<file path="config.mk">
export PLATFORM = sky130hd
export DESIGN_NAME = bmd_256_latency_stats
export DESIGN_NICKNAME = d
export VERILOG_FILES = /design/src/rtl/bmd_latency_pkg.sv /design/src/rtl/bmd_latency_hist.sv /design/src/rtl/bmd_256_latency_stats.sv
export SDC_FILE = /design/constraint.sdc
export NUM_CORES = 1
export LEC_CHECK = 0
export CAP_MARGIN = 20
export CORE_MARGIN = 2
export CORE_UTILIZATION = 35
export CTS_CLUSTER_DIAMETER = 60
export DETAILED_ROUTE_END_ITERATION = 10
export PLACE_DENSITY_LB_ADDON = 0.1
export REMOVE_ABC_BUFFERS = 1
export SETUP_SLACK_MARGIN = 0.2
export SLEW_MARGIN = 40
export SYNTH_ARGS = -nofsm -noshare
export SYNTH_HDL_FRONTEND = slang
export SYNTH_SLANG_ARGS = --single-unit
</file>
<file path="constraint.sdc">
create_clock -name clk -period 7.33 [get_ports clk]
set_clock_uncertainty 0.05 [all_clocks]
set_input_delay 0.733 -clock clk [delete_from_list [all_inputs] [get_ports clk]]
set_output_delay 0.733 -clock clk [all_outputs]
set_load 0.05 [all_outputs]
</file>
<file path="src/rtl/bmd_latency_pkg.sv">
// Shared definitions for the BMD echo latency statistics block: default widths,
// FSM state encoding and histogram geometry.
package bmd_latency_pkg;

    localparam int CNT_W_DEF  = 40;
    localparam int ADDR_W_DEF = 13;
    localparam int HIST_BINS  = 8;
    localparam int HIST_BIN_W = 16;

    typedef enum logic [1:0] {
        IDLE = 2'd0,
        RD   = 2'd1,
        WAIT = 2'd2,
        CALC = 2'd3
    } lat_state_t;

endpackage

</file>
<file path="src/rtl/bmd_latency_hist.sv">
// Latency histogram: eight saturating 16-bit bins of 2^HIST_SHIFT cycles each,
// the last bin collecting everything beyond the range of the others.
module bmd_latency_hist
    import bmd_latency_pkg::*;
#(
    parameter int CNT_W      = CNT_W_DEF,
    parameter int HIST_SHIFT = 4
) (
    input  logic                             clk,
    input  logic                             rst_n,
    input  logic [CNT_W-1:0]                 latency,
    input  logic                             strobe,
    input  logic                             clear,
    output logic [HIST_BINS*HIST_BIN_W-1:0]  hist_counts
);

    logic [CNT_W-1:0]      shifted;
    logic [2:0]            bin;
    logic [HIST_BIN_W-1:0] bin_cnt;

    always_comb begin
        shifted = latency >> HIST_SHIFT;
        bin     = (shifted > CNT_W'(HIST_BINS - 1)) ? 3'(HIST_BINS - 1) : shifted[2:0];
        bin_cnt = hist_counts[int'(bin)*HIST_BIN_W +: HIST_BIN_W];
    end

    always_ff @(posedge clk or negedge rst_n) begin
        if (!rst_n) begin
            hist_counts <= '0;
        end else if (clear) begin
            hist_counts <= '0;
        end else if (strobe && (bin_cnt != '1)) begin
            hist_counts[int'(bin)*HIST_BIN_W +: HIST_BIN_W] <= bin_cnt + 1'b1;
        end
    end

endmodule

</file>
<file path="src/rtl/bmd_256_latency_stats.sv">
// Echo round-trip latency measurement: fetches the send timestamp from BRAM,
// subtracts it from the arrival time and keeps min/max/sum/count statistics.
// Optional histogram enabled by defining BMD_LATENCY_HIST_EN.
module bmd_256_latency_stats
    import bmd_latency_pkg::*;
#(
    parameter int CNT_W      = CNT_W_DEF,
    parameter int ADDR_W     = ADDR_W_DEF,
    parameter int RD_LAT     = 2,
    parameter int HIST_SHIFT = 4
) (
    input  logic                             clk,
    input  logic                             rst_n,
    input  logic                             latency_reset_signal,
    input  logic [CNT_W-1:0]                 latency_counter,
    input  logic                             echo_valid,
    input  logic [ADDR_W-1:0]                echo_tag,
    output logic                             echo_ready,
    output logic                             bram_reb,
    output logic [ADDR_W-1:0]                bram_rd_addr,
    input  logic [CNT_W-1:0]                 bram_rd_data,
    output logic                             lat_valid,
    output logic [CNT_W-1:0]                 lat_value,
    output logic [CNT_W-1:0]                 lat_min,
    output logic [CNT_W-1:0]                 lat_max,
    output logic [CNT_W+15:0]                lat_sum,
    output logic [31:0]                      lat_count,
    output logic                             lat_sat,
    output logic [HIST_BINS*HIST_BIN_W-1:0]  hist_counts
);

    localparam int SUM_W = CNT_W + 16;

    function automatic logic [SUM_W-1:0] sat_sum(input logic [SUM_W:0] s);
        return s[SUM_W] ? '1 : s[SUM_W-1:0];
    endfunction

    function automatic logic [31:0] sat_cnt(input logic [32:0] c);
        return c[32] ? '1 : c[31:0];
    endfunction

    lat_state_t        state;
    logic [1:0]        wait_cnt;
    logic [ADDR_W-1:0] tag_p0;
    logic [CNT_W-1:0]  arrival_p0;
    logic [CNT_W-1:0]  stamp_p1;
    logic [CNT_W-1:0]  latency_p2;
    logic [SUM_W:0]    sum_ext_p2;
    logic [32:0]       cnt_ext_p2;

    // Modulo subtraction makes a wrapped time base produce the true positive latency.
    always_comb begin
        latency_p2 = arrival_p0 - stamp_p1;
        sum_ext_p2 = {1'b0, lat_sum} + {17'd0, latency_p2};
        cnt_ext_p2 = {1'b0, lat_count} + 33'd1;
    end

    assign bram_rd_addr = tag_p0;

    always_ff @(posedge clk or negedge rst_n) begin
        if (!rst_n) begin
            state      <= IDLE;
            wait_cnt   <= '0;
            tag_p0     <= '0;
            arrival_p0 <= '0;
            stamp_p1   <= '0;
            echo_ready <= 1'b1;
            bram_reb   <= 1'b0;
            lat_valid  <= 1'b0;
            lat_value  <= '0;
            lat_min    <= '1;
            lat_max    <= '0;
            lat_sum    <= '0;
            lat_count  <= '0;
            lat_sat    <= 1'b0;
        end else if (latency_reset_signal) begin
            state      <= IDLE;
            wait_cnt   <= '0;
            echo_ready <= 1'b1;
            bram_reb   <= 1'b0;
            lat_valid  <= 1'b0;
            lat_value  <= '0;
            lat_min    <= '1;
            lat_max    <= '0;
            lat_sum    <= '0;
            lat_count  <= '0;
            lat_sat    <= 1'b0;
        end else begin
            lat_valid <= 1'b0;
            case (state)
                // IDLE -> RD: capture tag and arrival time
                IDLE: begin
                    if (echo_valid) begin
                        tag_p0     <= echo_tag;
                        arrival_p0 <= latency_counter;
                        echo_ready <= 1'b0;
                        bram_reb   <= 1'b1;
                        state      <= RD;
                    end
                end
                RD: begin
                    wait_cnt <= '0;
                    state    <= WAIT;
                end
                // WAIT -> CALC: stamp sampled on the last read-latency edge
                WAIT: begin
                    if (wait_cnt == 2'(RD_LAT - 1)) begin
                        stamp_p1 <= bram_rd_data;
                        bram_reb <= 1'b0;
                        state    <= CALC;
                    end else begin
                        wait_cnt <= wait_cnt + 1'b1;
                    end
                end
                // CALC -> IDLE: publish result and fold into statistics
                CALC: begin
                    lat_valid  <= 1'b1;
                    lat_value  <= latency_p2;
                    if (latency_p2 < lat_min) lat_min <= latency_p2;
                    if (latency_p2 > lat_max) lat_max <= latency_p2;
                    lat_sum    <= sat_sum(sum_ext_p2);
                    lat_count  <= sat_cnt(cnt_ext_p2);
                    if (sum_ext_p2[SUM_W] || cnt_ext_p2[32]) lat_sat <= 1'b1;
                    echo_ready <= 1'b1;
                    state      <= IDLE;
                end
                default: state <= IDLE;
            endcase
        end
    end

`ifdef BMD_LATENCY_HIST_EN
    bmd_latency_hist #(
        .CNT_W      (CNT_W),
        .HIST_SHIFT (HIST_SHIFT)
    ) u_hist (
        .clk         (clk),
        .rst_n       (rst_n),
        .latency     (latency_p2),
        .strobe      ((state == CALC) && !latency_reset_signal),
        .clear       (latency_reset_signal),
        .hist_counts (hist_counts)
    );
`else
    assign hist_counts = '0;
`endif

endmodule

</file>
==> flow_summary.yaml, run 1 <==
run_status:
  status: "completed"
worst_setup_path:
  cp_top_family: "simple AND/OR/NAND/NOR gates"
  cpPeakStageDelay_ns: 0.68
  end_kind: "flip-flop"
  r2r_cells: 22
  r2r-end: "lat_max[2]"
  critPathArrivalTime_ns: 6.90
  path_cells: "inv_1, ha_1, fa_1, nor2b_1, o2111ai_1, a2111oi_2, o21ai_1, nand4_1, a31oi_1, o31a_1, xnor2_1, ha_1, nand4_1, nor4_1, nor3b_1, nand2_1, a21oi_1, nor3_1, nor2_4, buf_4, mux2i_1, nor2_1"
  cp_slowest_cell: "a2111oi_2"
  worstSetupPathType: "flip-flop to flip-flop"
  worstPathRequired_ns: 7.69
  critPathMaxFanout: 22
  r2r-start: "arrival_p0[0]"
  r2r_setup_slack_ns: 0.80
  startpoint_type: "flip-flop"
  critPathBufInv: 2
place:
  hpwlAfterDp_um: 48300
  place_congestion: 0.889
  port_buffers: 321
  dp.cells: 3231
power:
  pwr-share-clk: 0.172
  p_switching_w: 0.00633
  power.internal_w: 0.00663
  p_leak_nw: 11.8
  swShare: 0.488
  worst_ir_drop_vdd_mv: 0.290
  power_density_nw_per_um2: 500
  power_frac_seq: 0.178
  p_comb_frac: 0.650
  fin_total_pwr_w: 0.0130
clock_network:
  cts_max_level: 2
  cts_resized: 0
  cts_hold_buffers: 0
  cts_inserted_buffers: 43
  cts_setup_buffers: 0
  clk_path_buf_depth: 3
  clock_latency_ns: 0.58
  cts_root_buf: "clkbuf_16"
  cts_tree: "yes"
  numClockSinks: 309
  clk_pin_slew_ns: 0.06
finish:
  area_growth_syn_to_layout_pct: 26.2
  final_cell_mix: "clkdlybuf4s50_1 (319), dfrtp_1 (268), nor2_1 (218), ha_1 (166), nand2_1 (156)"
  diodes: 0
  fillCellCount: 5721
  final_nets: 2780
  final_common_cell: "clkdlybuf4s50_1"
  final_layout_size_suffix_gt1_frac: 0.117
  regArea_um2: 7780
  multiInputGateArea_um2: 11400
  instances_no_fill: 3313
floorplan:
  die_area_um2: 60700
  ios: 450
  fp.dieH_um: 246
  rows: 88
  die_x_um: 246
  core_area_um2: 57900
  start_util: 0.355
yosys:
  syn_inst: 2184
  synth_area_um2: 20600
  synth_seq_cells: 309
  synth_flop_cell: "dfrtp_1"
  ys_seq_area_frac: 0.379
  synth_cell_types: 83
  synth_edf_count: 0
  avgSynthCellArea_um2: 9.41
  synth_async_sr_flop_share: 1.00
  ys_warn_count: 0
sta:
  hold_violations: 0
  finalCritPeriodShare: 0.891
  timing.fmax_ghz: 0.153
  setup_tns_ns: 0
  worst_pin_slew_ns: 0.807
  period_minus_slack_ns: 6.53
  rsz0062_at_grt: "no"
  max_slew_margin: 0.461
  drv_slew: 0
  final-setup-viol-count: 0
global_route:
  grt_pass1_wl_um: 98200
  antenna_found_initial: 0
  grt_util_all_layers: 0.207
  overflow: 0
  grt_max_degree: 144
  grt_pass1_vias: 16808
routing:
  wl_per_cell_um: 19.4
  wl_um: 64100
  dr.first_iter.drc_count: 794
  ant_nets: 0
  num_vias: 16892
  routed_via_density: 5.10
  dr.pass1.iters: 5
  drc_errors: 0
run:
  cap_violations: 0
worst_hold_path:
  hp-class: "input pin to async pin"
[state kept, by name (all words and copies together), names as in the netlist]
| signal | cells |
|---|---|
| lat_min | 40 |
| echo_ready | 1 |
| lat_max | 40 |
| lat_count | 32 |
| stamp_p1 | 40 |
| lat_value | 40 |
| lat_sum | 56 |
| bram_rd_addr | 13 |
| bram_reb | 1 |
| arrival_p0 | 40 |
| wait_cnt | 2 |
| lat_valid | 1 |
| lat_sat | 1 |
| state | 2 |
[how the worst max path moves through the flow]
stage	end	slack (ns)	cells after the start	start
floorplan	lat_min[32]	0.57	6	state[0]
detailed placement	lat_max[2]	0.63	22	arrival_p0[0]
global route	lat_max[9]	0.20	22	arrival_p0[0]
CTS	lat_max[2]	0.62	22	arrival_p0[0]
finish	lat_max[2]	0.80	22	arrival_p0[0]
global placement	lat_max[4]	0.84	22	arrival_p0[0]
[final cells by class]
class / count / area share
Timing Repair Buffer: 372 / 0.141
Clock inverter: 21 / 0.0109
Tap cell: 765 / 0.0369
Multi-Input combinational cell: 1637 / 0.441
Inverter: 151 / 0.0218
Clock buffer: 58 / 0.0479
Sequential cell: 309 / 0.300
[stage by stage]
| stage | area, um2 | util | hold WS [ns] | setup WS, ns |
|---|---|---|---|---|
| global route | 25900 | 0.448 | 0.0200 | 0.202 |
| global placement | 24300 | 0.420 | 0.432 | 0.839 |
| detailed placement | 24400 | 0.420 | 0.435 | 0.627 |
| finish | 25900 | 0.448 | 0.0114 | 0.796 |
| floorplan | 19700 | - | 0.387 | 0.567 |
| CTS | 25900 | 0.447 | 0.169 | 0.621 |
[synth_stat cells (15+ instances only)]
cell / number / area share
dfrtp_1: 268 / 0.33
nor2_1: 218 / 0.040
ha_1: 167 / 0.10
nand2_1: 156 / 0.028
inv_1: 150 / 0.027
a21oi_1: 137 / 0.033
buf_4: 129 / 0.047
mux2i_1: 109 / 0.053
mux2_2: 93 / 0.051
clkbuf_1: 65 / 0.012
a21o_1: 58 / 0.021
o21ai_0: 53 / 0.013
xnor2_1: 51 / 0.022
dfstp_2: 41 / 0.052
a311oi_1: 40 / 0.017
nand3_1: 37 / 0.0090
nand4_1: 37 / 0.011
nor3_1: 36 / 0.0088
a211oi_1: 35 / 0.013
and3_1: 27 / 0.0082
xor2_1: 23 / 0.0098
a31oi_1: 16 / 0.0049
o211ai_1: 15 / 0.0055
o21a_1: 15 / 0.0055
[cells by family (layout without fill, tap and decap cells)]
group           Yosys count  count (layout)  share of synthesized area
mux                     202             202                      0.104
fa+ha+maj               169             169                      0.104
buf+inv                 365             602                     0.0909
xor+xnor                 74              74                     0.0315
simple gates            596             596                      0.135
flops                   309             309                      0.379
other cells               1             128                   0.000182
compound gates          468             468                      0.156
[power by group through the flow]
stage	Clock (W)	Combinational, W	Sequential [W]
floorplan	0	0.00503	0.00287
global placement	0	0.00827	0.00232
detailed placement	0	0.00839	0.00233
CTS	0.00230	0.00843	0.00231
global route	0.00236	0.00926	0.00235
finish	0.00223	0.00843	0.00231
[routing by layer]
layer / wire length, um / part of all wire / GRT usage
met5: 0 / 0 / 0
met4: 1760 / 0.027 / 0.0661
met3: 3480 / 0.054 / 0.0383
met2: 30200 / 0.47 / 0.339
met1: 28700 / 0.45 / 0.277
(Power assumes the default switching activity.)
==> run 2, diff against run 1 <==
Settings changed: CTS_CLUSTER_SIZE from default to 16.
==> flow_summary.yaml, run 2 (synthesis gave the netlist of run 1 again) <==
run_status:
  status: "completed"
global_route:
  overflow: 0
  grt_max_degree: 144
  grt_pass1_wl_um: 98100
  grt_pass1_vias: 16723
  grt_util_all_layers: 0.207
  antenna_found_initial: 0
finish:
  regMostFlops: "lat_sum"
  final_common_cell: "clkdlybuf4s50_1"
  largest_reg_flops: 56
  final_cell_mix: "clkdlybuf4s50_1 (319), dfrtp_1 (268), nor2_1 (218), ha_1 (166), nand2_1 (156)"
  regArea_um2: 7780
  fillCellCount: 5739
  area_growth_syn_to_layout_pct: 25.4
  multiInputGateArea_um2: 11400
  diodes: 0
  final_layout_size_suffix_gt1_frac: 0.115
  final_nets: 2777
  fin_util: 0.445
worst_setup_path:
  cpPeakStageDelay_ns: 0.68
  critPathMaxFanout: 22
  path_cells: "inv_1, ha_1, fa_1, nor2b_1, o2111ai_1, a2111oi_2, o21ai_1, nand4_1, a31oi_1, o31a_1, xnor2_1, ha_1, nand4_1, nor4_1, nor3b_1, nand2_1, a21oi_1, nor3_1, nor2_4, buf_4, mux2i_1, nor2_1"
  cp_slowest_cell: "a2111oi_2"
  worstPathRequired_ns: 7.69
  startpoint_type: "flip-flop"
  critPathArrivalTime_ns: 6.90
  end_kind: "flip-flop"
  worstSetupPathType: "flip-flop to flip-flop"
floorplan:
  ios: 450
  die_x_um: 246
  die_area_um2: 60700
  rows: 88
  start_util: 0.355
  core_area_um2: 57900
  fp.dieH_um: 246
routing:
  wl_per_cell_um: 19.4
  dr.pass1.iters: 5
  dr.first_iter.drc_count: 829
  drc_errors: 0
  wl_um: 64100
  num_vias: 16889
  routed_via_density: 5.11
  ant_nets: 0
clock_network:
  cts_tree: "yes"
  clock_latency_ns: 0.56
  clk_path_buf_depth: 3
  cts_root_buf: "clkbuf_16"
  numClockSinks: 309
  cts_max_level: 2
  clk_pin_slew_ns: 0.07
  cts_inserted_buffers: 39
  cts_setup_buffers: 0
sta:
  finalCritPeriodShare: 0.892
  drv_slew: 0
  setup_tns_ns: 0
  worst_pin_slew_ns: 0.806
  holdWs_ns: 0.445
  final-setup-viol-count: 0
  timing.fmax_ghz: 0.153
  rsz0062_at_grt: "no"
  hold_violations: 0
  period_minus_slack_ns: 6.54
  max_slew_margin: 0.461
power:
  power_density_nw_per_um2: 495
  worst_ir_drop_vdd_mv: 0.254
  p_leak_nw: 11.7
place:
  port_buffers: 321
  place_congestion: 0.889
  hpwlAfterDp_um: 48300
run:
  cap_violations: 0
worst_hold_path:
  hp-class: "flip-flop to flip-flop"
[run 2: power breakdown]
group          internal, W  total, W  switching [W]
Combinational      0.00317   0.00843        0.00526
Clock              0.00115   0.00203       0.000879
Sequential         0.00206   0.00230       0.000249
Total              0.00638    0.0128        0.00638
[run 2: final timing paths]
kind | from | to | slack [ns] | depth (start not counted)
min reg2reg | lat_value[38] | lat_value[38] | 0.44 | 1
max in group asynchronous | rst_n | arrival_p0[21] | 5.12 | 5
max reg2reg | arrival_p0[0] | lat_max[6] | 0.79 | 22
min in group asynchronous | rst_n | lat_sum[2] | 0.60 | 2
max | arrival_p0[0] | lat_max[6] | 0.79 | 22
min | lat_value[38] | lat_value[38] | 0.44 | 1
[run 2: area by class of cell]
class,instances,share of cell area
multi-input cells,1637,0.444
inverters,151,0.0220
well taps,765,0.0371
clock inverters,26,0.0114
repair buffers,373,0.143
flip-flops and latches,309,0.302
clock buffers,44,0.0410
[run 2: timing repair]
| item | CTS | global route |
|---|---|---|
| setup endpoints to repair | 0 | 5 |
| hold endpoints to repair | 0 | 1 |
| hold buffers | 0 | 1 |
| gates resized for setup | 0 | 0 |
[run 2: per-layer routing]
metal,global-route usage,vias up,routed length (um)
met5,0,-,0
li1,-,8205,-
met4,0.0602,0,1690
met1,0.277,8208,28800
met3,0.0416,92,3420
met2,0.339,384,30200
[run 2: per-stage QoR]
| step | total power [W] | setup WS, ns | cell area (um2) | std cells |
|---|---|---|---|---|
| after CTS | 0.0128 | 0.618 | 25700 | 3301 |
| after detailed placement | 0.0107 | 0.627 | 24400 | 3231 |
| after floorplan | 0.00790 | 0.567 | 19700 | 2097 |
| after global routing | 0.0138 | 0.204 | 25800 | 3305 |
| after global placement | 0.0106 | 0.839 | 24300 | 3230 |
| final | 0.0128 | 0.793 | 25800 | 3305 |
[run 2: critical path: cells and delay by family, from the launching register on]
kind	cells	cell delay [ns]
multiplexers	1	0.23
XOR/XNOR	1	0.40
flip-flops	1	0.35
adder cells (fa/ha/maj)	3	0.84
buffers and inverters	2	0.45
AO/OA/AOI/OAI	6	1.74
AND/OR/NAND/NOR	9	2.33
==> run 3, diff against run 2 <==
Settings changed: RECOVER_POWER from default to 25.
==> flow_summary.yaml, run 3 (synthesis gave the netlist of run 1 again) <==
run_status:
  status: "complete, but fails checks"
  violations: "max-capacitance violations, max-slew violations"
place:
  hpwlAfterDp_um: 48300
  place_congestion: 0.889
  port_buffers: 321
  dpl_worst_slack_ns: 0.627
routing:
  dr.first_iter.drc_count: 815
  ant_nets: 0
  num_vias: 16886
  wl_um: 64100
  wl_per_cell_um: 19.4
  routed_via_density: 5.11
  dr.pass1.iters: 5
  drc_errors: 0
global_route:
  grt_util_all_layers: 0.207
  antenna_found_initial: 0
  overflow: 0
  grt_pass1_wl_um: 98100
  grt_max_degree: 144
  grt_pass1_vias: 16723
worst_setup_path:
  worstSetupPathType: "flip-flop to flip-flop"
  critPathArrivalTime_ns: 6.89
  critPathMaxFanout: 22
  r2r_setup_slack_ns: 0.80
  startpoint_type: "flip-flop"
  worstPathRequired_ns: 7.69
  end_kind: "flip-flop"
sta:
  rsz0062_at_grt: "no"
  final-setup-viol-count: 0
  layout_setup_ws_ns: 0.800
  finalCritPeriodShare: 0.891
  worst_pin_slew_ns: 3.41
  hold_violations: 0
  timing.fmax_ghz: 0.153
  max_slew_margin: -1.27
  period_minus_slack_ns: 6.53
  drv_slew: 171
  setup_tns_ns: 0
finish:
  final_nets: 2777
  diodes: 0
  regMostFlops: "lat_sum"
  final_common_cell: "clkdlybuf4s50_1"
  fillCellCount: 5741
  regArea_um2: 7780
  largest_reg_flops: 56
  final_cell_mix: "clkdlybuf4s50_1 (319), dfrtp_1 (268), nor2_1 (218), ha_1 (166), nand2_1 (156)"
  area_growth_syn_to_layout_pct: 25.2
  multiInputGateArea_um2: 11400
  final_layout_size_suffix_gt1_frac: 0.114
run:
  cap_violations: 3
clock_network:
  cts_tree: "yes"
  numClockSinks: 309
  cts_root_buf: "clkbuf_16"
  cts_setup_buffers: 0
  cts_inserted_buffers: 39
  clock_latency_ns: 0.56
  cts_max_level: 2
  clk_pin_slew_ns: 0.07
  clk_path_buf_depth: 3
power:
  power_density_nw_per_um2: 496
  worst_ir_drop_vdd_mv: 0.254
  p_leak_nw: 11.7
floorplan:
  start_util: 0.355
  ios: 450
  die_area_um2: 60700
  fp.dieH_um: 246
  die_x_um: 246
  rows: 88
  core_area_um2: 57900
worst_hold_path:
  hp-class: "flip-flop to flip-flop"
## run 3: changes by cell type in the layout (fill, tap and decap cells not counted)
cell / previous run / this run
clkbuf_1: 1 / 3
buf_16: 2 / 1
buf_6: 2 / 1
buf_8: 1 / 0
clkdlybuf4s25_1: 0 / 1
## run 3: per-layer routing
layer / wire, um / track usage
met1: 28900 / 0.277
met2: 30200 / 0.339
met3: 3350 / 0.0416
met4: 1700 / 0.0602
met5: 0 / 0
## run 3: where the power goes
part           switching [W]  internal (W)  leakage [nW]
clock               0.000879       0.00115         0.649
combinational        0.00526       0.00317          7.00
sequential          0.000249       0.00206          4.04
total                0.00639       0.00638          11.7
## run 3: per-stage QoR
stage / cell area (um2) / power, W / instances / hold WS [ns] / util
finish: 25700 / 0.0128 / 3305 / 0.445 / 0.445
detailed placement: 24400 / 0.0107 / 3231 / 0.435 / 0.420
floorplan: 19700 / 0.00790 / 2097 / 0.387 / -
global placement: 24300 / 0.0106 / 3230 / 0.432 / 0.420
global route: 25700 / 0.0138 / 3305 / 0.470 / 0.445
CTS: 25700 / 0.0128 / 3301 / 0.167 / 0.444
## run 3: worst max-delay path, cell delays in order, from the launching register on
cell,delay [ns]
dfrtp_1,0.35
inv_1,0.05
ha_1,0.22
fa_1,0.41
nor2b_1,0.18
o2111ai_1,0.19
a2111oi_2,0.67
o21ai_1,0.17
nand4_1,0.18
a31oi_1,0.17
o31a_1,0.39
xnor2_1,0.40
ha_1,0.21
nand4_1,0.14
nor4_1,0.57
nor3b_1,0.33
nand2_1,0.12
a21oi_1,0.14
nor3_1,0.12
nor2_4,0.63
buf_4,0.40
mux2i_1,0.23
nor2_1,0.06
## run 3: worst paths after layout
path | from | end | depth (start not counted)
max in group asynchronous | rst_n | stamp_p1[8] | 3
min in group asynchronous | rst_n | lat_sum[2] | 2
min | lat_value[38] | lat_value[38] | 1
min reg2reg | lat_value[38] | lat_value[38] | 1
max | arrival_p0[0] | lat_max[6] | 22
max reg2reg | arrival_p0[0] | lat_max[6] | 22
## run 3: cell type report
cell class,instances,area share
Timing Repair Buffer,373,0.142
Tap cell,765,0.0372
Clock buffer,44,0.0411
Clock inverter,26,0.0114
Sequential cell,309,0.302
Inverter,151,0.0220
Multi-Input combinational cell,1637,0.444
## run 3: timing repair
| item | 4_1_cts | 5_1_grt |
|---|---|---|
| endpoints found under the hold margin | 0 | 1 |
| hold buffers | 0 | 1 |
| endpoints found under the setup margin | 0 | 5 |
| gates resized for setup | 0 | 0 |
